<file path="src/rtl/tilling_buffer_ctrl.sv">
// Sequencer for the 4-quadrant tiling buffer: fills quadrant pairs {0,2}
// then {1,3}, presents the tile downstream and releases the sub-buffers.
module tilling_buffer_ctrl #(
  parameter int SIZE_OF_BUFFER = 8,
  parameter int TILE_CNT_W     = 16
) (
  input  logic                  clk_i,
  input  logic                  rst_i,
  input  logic                  in_valid_i,
  output logic                  in_ready_o,
  input  logic                  abort_i,
  output logic [3:0]            buf_wr_en_o,
  output logic                  buf_rd_en_o,
  input  logic [3:0]            buf_is_empty_i,
  input  logic [3:0]            buf_is_full_i,
  output logic                  tile_valid_o,
  input  logic                  tile_ready_i,
  output logic [TILE_CNT_W-1:0] tile_cnt_o,
  output logic                  err_o
);

  localparam int HALF = SIZE_OF_BUFFER / 2;
  localparam int RW   = (HALF > 1) ? $clog2(HALF) : 1;

  typedef enum logic [2:0] {
    WAIT_EMPTY,
    FILL_TOP,
    FILL_BOT,
    WAIT_FULL,
    PRESENT,
    DRAIN
  } state_t;

  state_t                state_q, state_d;
  logic [RW-1:0]         row_cnt_q, row_cnt_d;
  logic                  in_ready_q, in_ready_d;
  logic                  tile_valid_q, tile_valid_d;
  logic                  rd_en_q, rd_en_d;
  logic [TILE_CNT_W-1:0] tile_cnt_q, tile_cnt_d;
  logic                  err_q, err_d;
  logic                  wd_arm_q, wd_arm_d;
  logic [1:0]            wd_cnt_q, wd_cnt_d;

  logic wr_fire;
  logic row_last;
  logic wd_trip;

  assign wr_fire  = in_valid_i & in_ready_q & ~abort_i;
  assign row_last = (row_cnt_q == RW'(HALF - 1));

  always_comb begin
    buf_wr_en_o = 4'b0000;
    if (wr_fire) begin
      if (state_q == FILL_TOP) buf_wr_en_o = 4'b0101;
      if (state_q == FILL_BOT) buf_wr_en_o = 4'b1010;
    end
  end

  always_comb begin
    state_d    = state_q;
    row_cnt_d  = row_cnt_q;
    tile_cnt_d = tile_cnt_q;
    case (state_q)
      WAIT_EMPTY: begin
        if (buf_is_empty_i == 4'hF) begin
          state_d   = FILL_TOP;
          row_cnt_d = '0;
        end
      end
      FILL_TOP: begin
        if (wr_fire) begin
          if (row_last) begin
            state_d   = FILL_BOT;
            row_cnt_d = '0;
          end else begin
            row_cnt_d = row_cnt_q + RW'(1);
          end
        end
      end
      FILL_BOT: begin
        if (wr_fire) begin
          if (row_last) begin
            state_d   = WAIT_FULL;
            row_cnt_d = '0;
          end else begin
            row_cnt_d = row_cnt_q + RW'(1);
          end
        end
      end
      WAIT_FULL: begin
        if (buf_is_full_i == 4'hF) state_d = PRESENT;
      end
      PRESENT: begin
        if (tile_valid_q & tile_ready_i) begin
          state_d    = DRAIN;
          tile_cnt_d = tile_cnt_q + TILE_CNT_W'(1);
        end
      end
      DRAIN:   state_d = WAIT_EMPTY;
      default: state_d = WAIT_EMPTY;
    endcase
    // Abort discards everything in flight, including a same-cycle accept.
    if (abort_i) begin
      state_d    = DRAIN;
      row_cnt_d  = '0;
      tile_cnt_d = tile_cnt_q;
    end
  end

  always_comb begin
    in_ready_d   = (state_d == FILL_TOP) | (state_d == FILL_BOT);
    tile_valid_d = (state_d == PRESENT);
    rd_en_d      = (state_d == DRAIN);
  end

  // Watchdog: a top-pair write must clear the empty flags within 2 cycles.
  always_comb begin
    wd_arm_d = wd_arm_q;
    wd_cnt_d = wd_cnt_q;
    wd_trip  = 1'b0;
    if (wr_fire && state_q == FILL_TOP) begin
      wd_arm_d = 1'b1;
      wd_cnt_d = 2'd0;
    end else if (wd_arm_q) begin
      if (buf_is_empty_i != 4'hF) begin
        wd_arm_d = 1'b0;
      end else if (wd_cnt_q == 2'd2) begin
        wd_trip  = 1'b1;
        wd_arm_d = 1'b0;
      end else begin
        wd_cnt_d = wd_cnt_q + 2'd1;
      end
    end
  end

  always_comb begin
    err_d = err_q | wd_trip |
            (wr_fire & (|(buf_wr_en_o & buf_is_full_i)));
  end

  always_ff @(posedge clk_i or posedge rst_i) begin
    if (rst_i) begin
      state_q      <= WAIT_EMPTY;
      row_cnt_q    <= '0;
      in_ready_q   <= 1'b0;
      tile_valid_q <= 1'b0;
      rd_en_q      <= 1'b0;
      tile_cnt_q   <= '0;
      err_q        <= 1'b0;
      wd_arm_q     <= 1'b0;
      wd_cnt_q     <= 2'd0;
    end else begin
      state_q      <= state_d;
      row_cnt_q    <= row_cnt_d;
      in_ready_q   <= in_ready_d;
      tile_valid_q <= tile_valid_d;
      rd_en_q      <= rd_en_d;
      tile_cnt_q   <= tile_cnt_d;
      err_q        <= err_d;
      wd_arm_q     <= wd_arm_d;
      wd_cnt_q     <= wd_cnt_d;
    end
  end

  assign in_ready_o   = in_ready_q;
  assign tile_valid_o = tile_valid_q;
  assign buf_rd_en_o  = rd_en_q;
  assign tile_cnt_o   = tile_cnt_q;
  assign err_o        = err_q;

endmodule

</file>
<file path="config.mk">
export PLATFORM = sky130hd
export DESIGN_NAME = tilling_buffer_ctrl
export DESIGN_NICKNAME = d
export VERILOG_FILES = /design/src/rtl/tilling_buffer_ctrl.sv
export SDC_FILE = /design/constraint.sdc
export NUM_CORES = 1
export LEC_CHECK = 0
export ABC_AREA = 1
export BUFFER_PORTS_ARGS = -buffer_cell sky130_fd_sc_hd__buf_2
export CORE_MARGIN = 2
export CORE_UTILIZATION = 48
export CTS_CLUSTER_DIAMETER = 120
export DETAILED_ROUTE_END_ITERATION = 6
export HOLD_SLACK_MARGIN = 0.12
export PLACE_DENSITY = 0.84
export SYNTH_ARGS = -nofsm -noshare
export SYNTH_HDL_FRONTEND = slang
export SYNTH_SLANG_ARGS = --single-unit
export TNS_END_PERCENT = 100
</file>
<file path="constraint.sdc">
create_clock -name clk_i -period 1.35 [get_ports clk_i]
set_input_delay 0.27 -clock clk_i [delete_from_list [all_inputs] [get_ports clk_i]]
set_output_delay 0.27 -clock clk_i [all_outputs]
set_load 0.02 [all_outputs]
</file>
==> results of run 1 <==
per-layer routing:
layer	routed length [um]	GRT usage, %	vias up
met3	211	2.10	14
met2	2040	38.9	66
met4	115	9.42	0
li1	-	-	779
met5	0	0	-
met1	1540	24.0	766
cell usage in the layout (no fill, tap or decap), drive strengths merged:
cell type | Yosys | final
o21ai | 7 | 7
buf | 4 | 65
dlygate4sd3 | 0 | 1
nand3 | 17 | 17
xor2 | 5 | 5
ha | 3 | 3
nand3b | 2 | 2
nand4 | 7 | 7
nor3 | 5 | 5
dfrtp | 28 | 28
nor2 | 29 | 29
xnor2 | 6 | 6
clkbuf | 0 | 4
nand2 | 62 | 62
a21oi | 2 | 2
and2 | 1 | 1
o31ai | 1 | 1
inv | 28 | 28
stage by stage:
step | area, um^2 | setup TNS, ps | total power, mW | worst slack, ps | util, %
5_1_grt | 2210 | -4810 | 2.09 | -293 | 71.3
3_5_place_dp | 1890 | -100 | 1.53 | -58.7 | 60.9
6_report | 2210 | -2880 | 1.98 | -186 | 71.3
2_1_floorplan | 1600 | -40.1 | 1.34 | -23.9 | -
3_3_place_gp | 1890 | -0.371 | 1.52 | -0.371 | 60.9
4_1_cts | 2080 | -1960 | 1.95 | -166 | 67.2
flip-flops by register name (all words and copies together), names as in the netlist:
signal        count
wd_arm_q          1
err_o             1
row_cnt_q         2
wd_cnt_q          2
tile_cnt_o       16
in_ready_o        1
state_q           3
buf_rd_en_o       1
tile_valid_o      1
worst min-delay path, cell delays in order:
cell and delay, ps:
buf_2 90, o21ai_0 80, nand3_1 80
area by class of cell:
type,count,area [um^2]
sequential,28,703
multi-input combinational,147,831
tap,44,55.1
fill,264,890
timing repair buffer,66,493
clock buffer,4,26.3
inverter,28,105
power breakdown:
group          leakage (nW)  switching (mW)  internal [mW]
clock                0.0150           0.243          0.116
sequential            0.358          0.0731          0.939
combinational         0.761           0.347          0.257
total                  1.13           0.663           1.31
how the worst min path moves through the flow:
| stage | cells after the start | start | slack [ps] | endpoint |
|---|---|---|---|---|
| after global placement | 3 | rst_i | 350 | tile_cnt_o[5] |
| after detailed placement | 3 | rst_i | 360 | buf_rd_en_o |
| after CTS | 3 | buf_is_full_i[3] | 200 | err_o |
| final | 3 | buf_is_full_i[3] | 210 | err_o |
| after floorplan | 1 | rst_i | 340 | buf_rd_en_o |
| after global routing | 3 | buf_is_full_i[3] | 190 | err_o |
cells by family after synthesis:
family / count (synthesis) / synth area share (%)
flops: 28 / 44.0
compound gates: 10 / 3.30
buf+inv: 32 / 8.96
simple gates: 123 / 34.8
fa+ha+maj: 3 / 2.36
xor+xnor: 11 / 6.53
repair_timing:
item | in CTS | in global routing
gates resized for setup | 24 | 30
hold endpoints to repair | 28 | 0
setup endpoints to repair | 13 | 30
hold buffers | 1 | 0
buffers inserted | 12 | 7
pin swaps | 7 | 10
==> flow_summary.json, run 1 <==
{
  "finalSetupViolations": 24,
  "cp_max_fo": 8,
  "first_global_vias": 1458,
  "root_buffer": "clkbuf_4",
  "timing.rr.start": "state_q[1]",
  "dp.cells": 294,
  "ctsHtreeMaxLevel": 1,
  "antenna_found_initial": 0,
  "stdcell_count": 317,
  "async_flop_share_pct": 100,
  "fin_crit_ps": 1540,
  "design.core.area_um2": 3100,
  "syn_avg_cell_area_um2": 7.69,
  "grt_pass1_wl_mm": 5.89,
  "synthToLayoutAreaGrowth_pct": 39.1,
  "routabilityCongestion": 0.872,
  "cp-startpoint": "state_q[1]",
  "ant_nets": 0,
  "yosysTopAreaCell": "dfrtp_1",
  "drc": 0,
  "end_kind": "flip-flop",
  "path_common_cell": "nand2_1",
  "r2r_setup_slack_ps": -190,
  "clkSlewWorstSetupHoldPaths_ps": 140,
  "rsz0062_at_grt": "yes",
  "clock_latency_ps": 330,
  "ys_ff_latch": 28,
  "die-area_um2": 3790,
  "cp.arrival_ps": 1780,
  "grt.total_usage_pct": 20.9,
  "cp_top_family": "simple AND/OR/NAND/NOR gates",
  "p_leak_nw": 1.13,
  "skew_ps": 4.51,
  "start_util_pct": 51.3,
  "worstPathRequired_ps": 1590,
  "path_buf_inv": 2,
  "synth_nets": 223,
  "drive_above_1_share_pct": 37.7,
  "yosys-top-cells-area": "dfrtp_1 (44%), nand2_1 (14%), inv_1 (6.1%)",
  "fin_crit_sh_pct": 114,
  "first_pass_iters": 4,
  "rr_worst_depth": 10,
  "setup_ws_ps": -186,
  "path_cells": "buf_4, nor2_2, nand3_2, nor2_4, buf_12, nand2_1, nor2_2, nand2_1, nand2_1, nand2_1",
  "ir_worst_vdd_mv": 0.923,
  "nNetsFinal": 290,
  "yosysWarnings": 0,
  "synth_edf_count": 0,
  "post_synth_instance_area_um2": 1590,
  "wl_mm": 3.91,
  "diodes": 0,
  "io_pins": 37,
  "ys_seq_area_share_pct": 44.0,
  "rr_endpoint": "tile_cnt_o[9]",
  "slew_violations": 0,
  "endpoint": "tile_cnt_o[9]",
  "die_height_um": 61.6,
  "fmax_mhz": 651,
  "synth.top_cell.area_share_pct": 44.0,
  "dp_hpwl_mm": 2.56,
  "crit_path_top_delay_cell": "dfrtp_1",
  "drt_iter0_drc": 64,
  "start_kind": "flip-flop",
  "hold_violations": 0,
  "synthTopCellsByCount": "nand2_1 (60), dfrtp_1 (28), inv_1 (26), nor2_1 (23), nand3_1 (16)",
  "maxCapViolations": 0,
  "power_density_nw_per_um2": 892,
  "cts_sinks": 28,
  "cts_buffers": 3,
  "cp.depth": 10,
  "routedWlPerCell_um": 12.3,
  "yosysMostFrequentCell": "nand2_1",
  "path_class": "flip-flop to flip-flop",
  "die_w_um": 61.6,
  "violations": "setup timing",
  "whs_ps": 211,
  "status": "finished, violations left",
  "vias": 1625,
  "grt_max_degree": 29,
  "max_slew.worst_pin.slew_ps": 363,
  "vias_per_cell": 5.13,
  "ys_types": 25,
  "synth_cells": 207,
  "synthFlopType": "dfrtp_1",
  "slew_headroom_pct": 75.8,
  "clockBufferDepth": 2,
  "cts_tree": "built",
  "numPortBuffers": 36,
  "hold_path.class": "primary input to flip-flop",
  "max_stage_delay_ps": 420,
  "grt-ovfl-total": 0,
  "rows": 20
}
No activity file was read; power rests on OpenSTA's default activity.
==> run 2: changes to the inputs <==
- PLACE_DENSITY: 0.84 -> 0.75
==> run 2 against run 1 <==
Against the previous run:
- the run still ends with setup timing left
- combinational power is 14% higher
- global-route usage fell by 0.42 points
- register-to-register slack better by 50 ps
- maximum frequency decreased by 0.37%
- non-clock buffer count up 6
- sequential power about the same
- sequential share of layout area down 2.3 points
- cell count grew 1.9%
- clock skew fell by 1.9 ps
- worst hold slack improved by 3.9 ps
- utilization increased by 5.6 points
==> flow_summary.json, run 2 (synthesis results as in run 1) <==
{
  "status": "finished, violations left",
  "violations": "setup timing",
  "die_w_um": 61.6,
  "skew_ps": 2.66,
  "cts_buffers": 3,
  "path_class": "flip-flop to primary output",
  "rows": 20,
  "grt-ovfl-total": 0,
  "cp_max_fo": 4,
  "hold_violations": 0,
  "drc": 0,
  "largest_register_ffs": 16,
  "cp.arrival_ps": 1270,
  "start_kind": "flip-flop",
  "grt.total_usage_pct": 20.5,
  "routabilityCongestion": 0.841,
  "rsz0062_at_grt": "yes",
  "p_leak_nw": 1.22,
  "drt_iter0_drc": 75,
  "ctsHtreeMaxLevel": 1,
  "final_common_cell": "nand2_1",
  "first_global_vias": 1448,
  "dp_hpwl_mm": 2.46,
  "fmax_mhz": 649,
  "setup_ws_ps": -192,
  "routedWlPerCell_um": 13.4,
  "hold_path.class": "primary input to flip-flop",
  "power_density_nw_per_um2": 857,
  "ir_worst_vdd_mv": 0.819,
  "grt_max_degree": 29,
  "slew_violations": 0,
  "wl_mm": 4.33,
  "clock_latency_ps": 320,
  "finalSetupViolations": 22,
  "synthToLayoutAreaGrowth_pct": 50.0,
  "root_buffer": "clkbuf_4",
  "stdcell_count": 323,
  "cts_sinks": 28,
  "vias_per_cell": 5.08,
  "die-area_um2": 3790,
  "slew_headroom_pct": 76.2,
  "clockBufferDepth": 2,
  "end_kind": "primary output",
  "io_pins": 37,
  "max_slew.worst_pin.slew_ps": 356,
  "clkSlewWorstSetupHoldPaths_ps": 140,
  "maxCapViolations": 0,
  "fin_crit_sh_pct": 114,
  "vias": 1640,
  "ant_nets": 0,
  "start_util_pct": 51.3,
  "nNetsFinal": 296,
  "die_height_um": 61.6,
  "first_pass_iters": 4,
  "grt_pass1_wl_mm": 5.89,
  "final_cell_mix": "nand2_1 (48), buf_2 (29), dfrtp_1 (26)",
  "numPortBuffers": 36,
  "power.total_mw": 2.05,
  "antenna_found_initial": 0,
  "worstPathRequired_ps": 1080,
  "drive_above_1_share_pct": 46.6,
  "fin_crit_ps": 1540,
  "diodes": 0,
  "dp.cells": 296,
  "design.core.area_um2": 3100,
  "cts_tree": "built"
}
==> run 2: layout make-up <==
type                    instances  area [um^2]
well taps                      44         55.1
flip-flops and latches         28          703
multi-input cells             147          937
fillers                       244          716
clock buffers                   4         26.3
repair buffers                 72          561
inverters                      28          105
==> run 2: path summary, 6_finish.rpt <==
| path | slack (ps) | cells after the start | from | to |
|---|---|---|---|---|
| min in group asynchronous | 530 | 4 | rst_i | wd_cnt_q[0] |
| hold reg to reg | 500 | 1 | tile_cnt_o[12] | tile_cnt_o[12] |
| setup / recovery | -190 | 4 | state_q[1] | buf_wr_en_o[2] |
| hold / removal | 220 | 3 | buf_is_full_i[3] | err_o |
| setup reg to reg | -140 | 10 | state_q[0] | in_ready_o |
| max in group asynchronous | 540 | 4 | rst_i | tile_cnt_o[0] |
==> run 2: metal layers <==
layer  part of all wire, %  GRT usage, %  wire length (um)  vias up
met2                    58          37.9              2520       66
met3                   5.3          2.10               228        4
li1                      -             -                 -      795
met1                    36          24.7              1550      775
met5                     0             0                 0        -
met4                  0.83          6.99                36        0
==> run 2: repair_timing <==
action                                  in CTS  in global routing
pin swaps                                   11                 22
gates cloned                                 0                  0
endpoints found under the setup margin      11                 31
endpoints found under the hold margin       28                  0
gates resized for setup                     29                 62
hold buffers                                 1                  0
setup buffers                               13                  9
==> run 2: stage by stage <==
stage / hold WS [ps] / area, um^2 / worst slack [ps] / utilization, % / TNS (ps)
2_1_floorplan: 335 / 1600 / -23.9 / - / -40.1
3_3_place_gp: 349 / 1890 / 27.3 / 61.0 / 0
3_5_place_dp: 350 / 1890 / -7.80 / 61.0 / -11.6
4_1_cts: 206 / 2120 / -172 / 68.4 / -983
5_1_grt: 198 / 2390 / -261 / 76.9 / -3710
6_report: 215 / 2390 / -192 / 76.9 / -1650
==> run 2: worst max-delay path, stage by stage, from the launching register on <==
cell and delay (ps):
dfrtp_1 440, inv_2 120, nand3_4 100, nor2_4 150
buf_6 140
==> run 2: power breakdown <==
group,leakage [nW],internal [mW],switching (mW)
combinational,0.847,0.296,0.395
clock,0.0150,0.116,0.233
sequential,0.357,0.938,0.0683
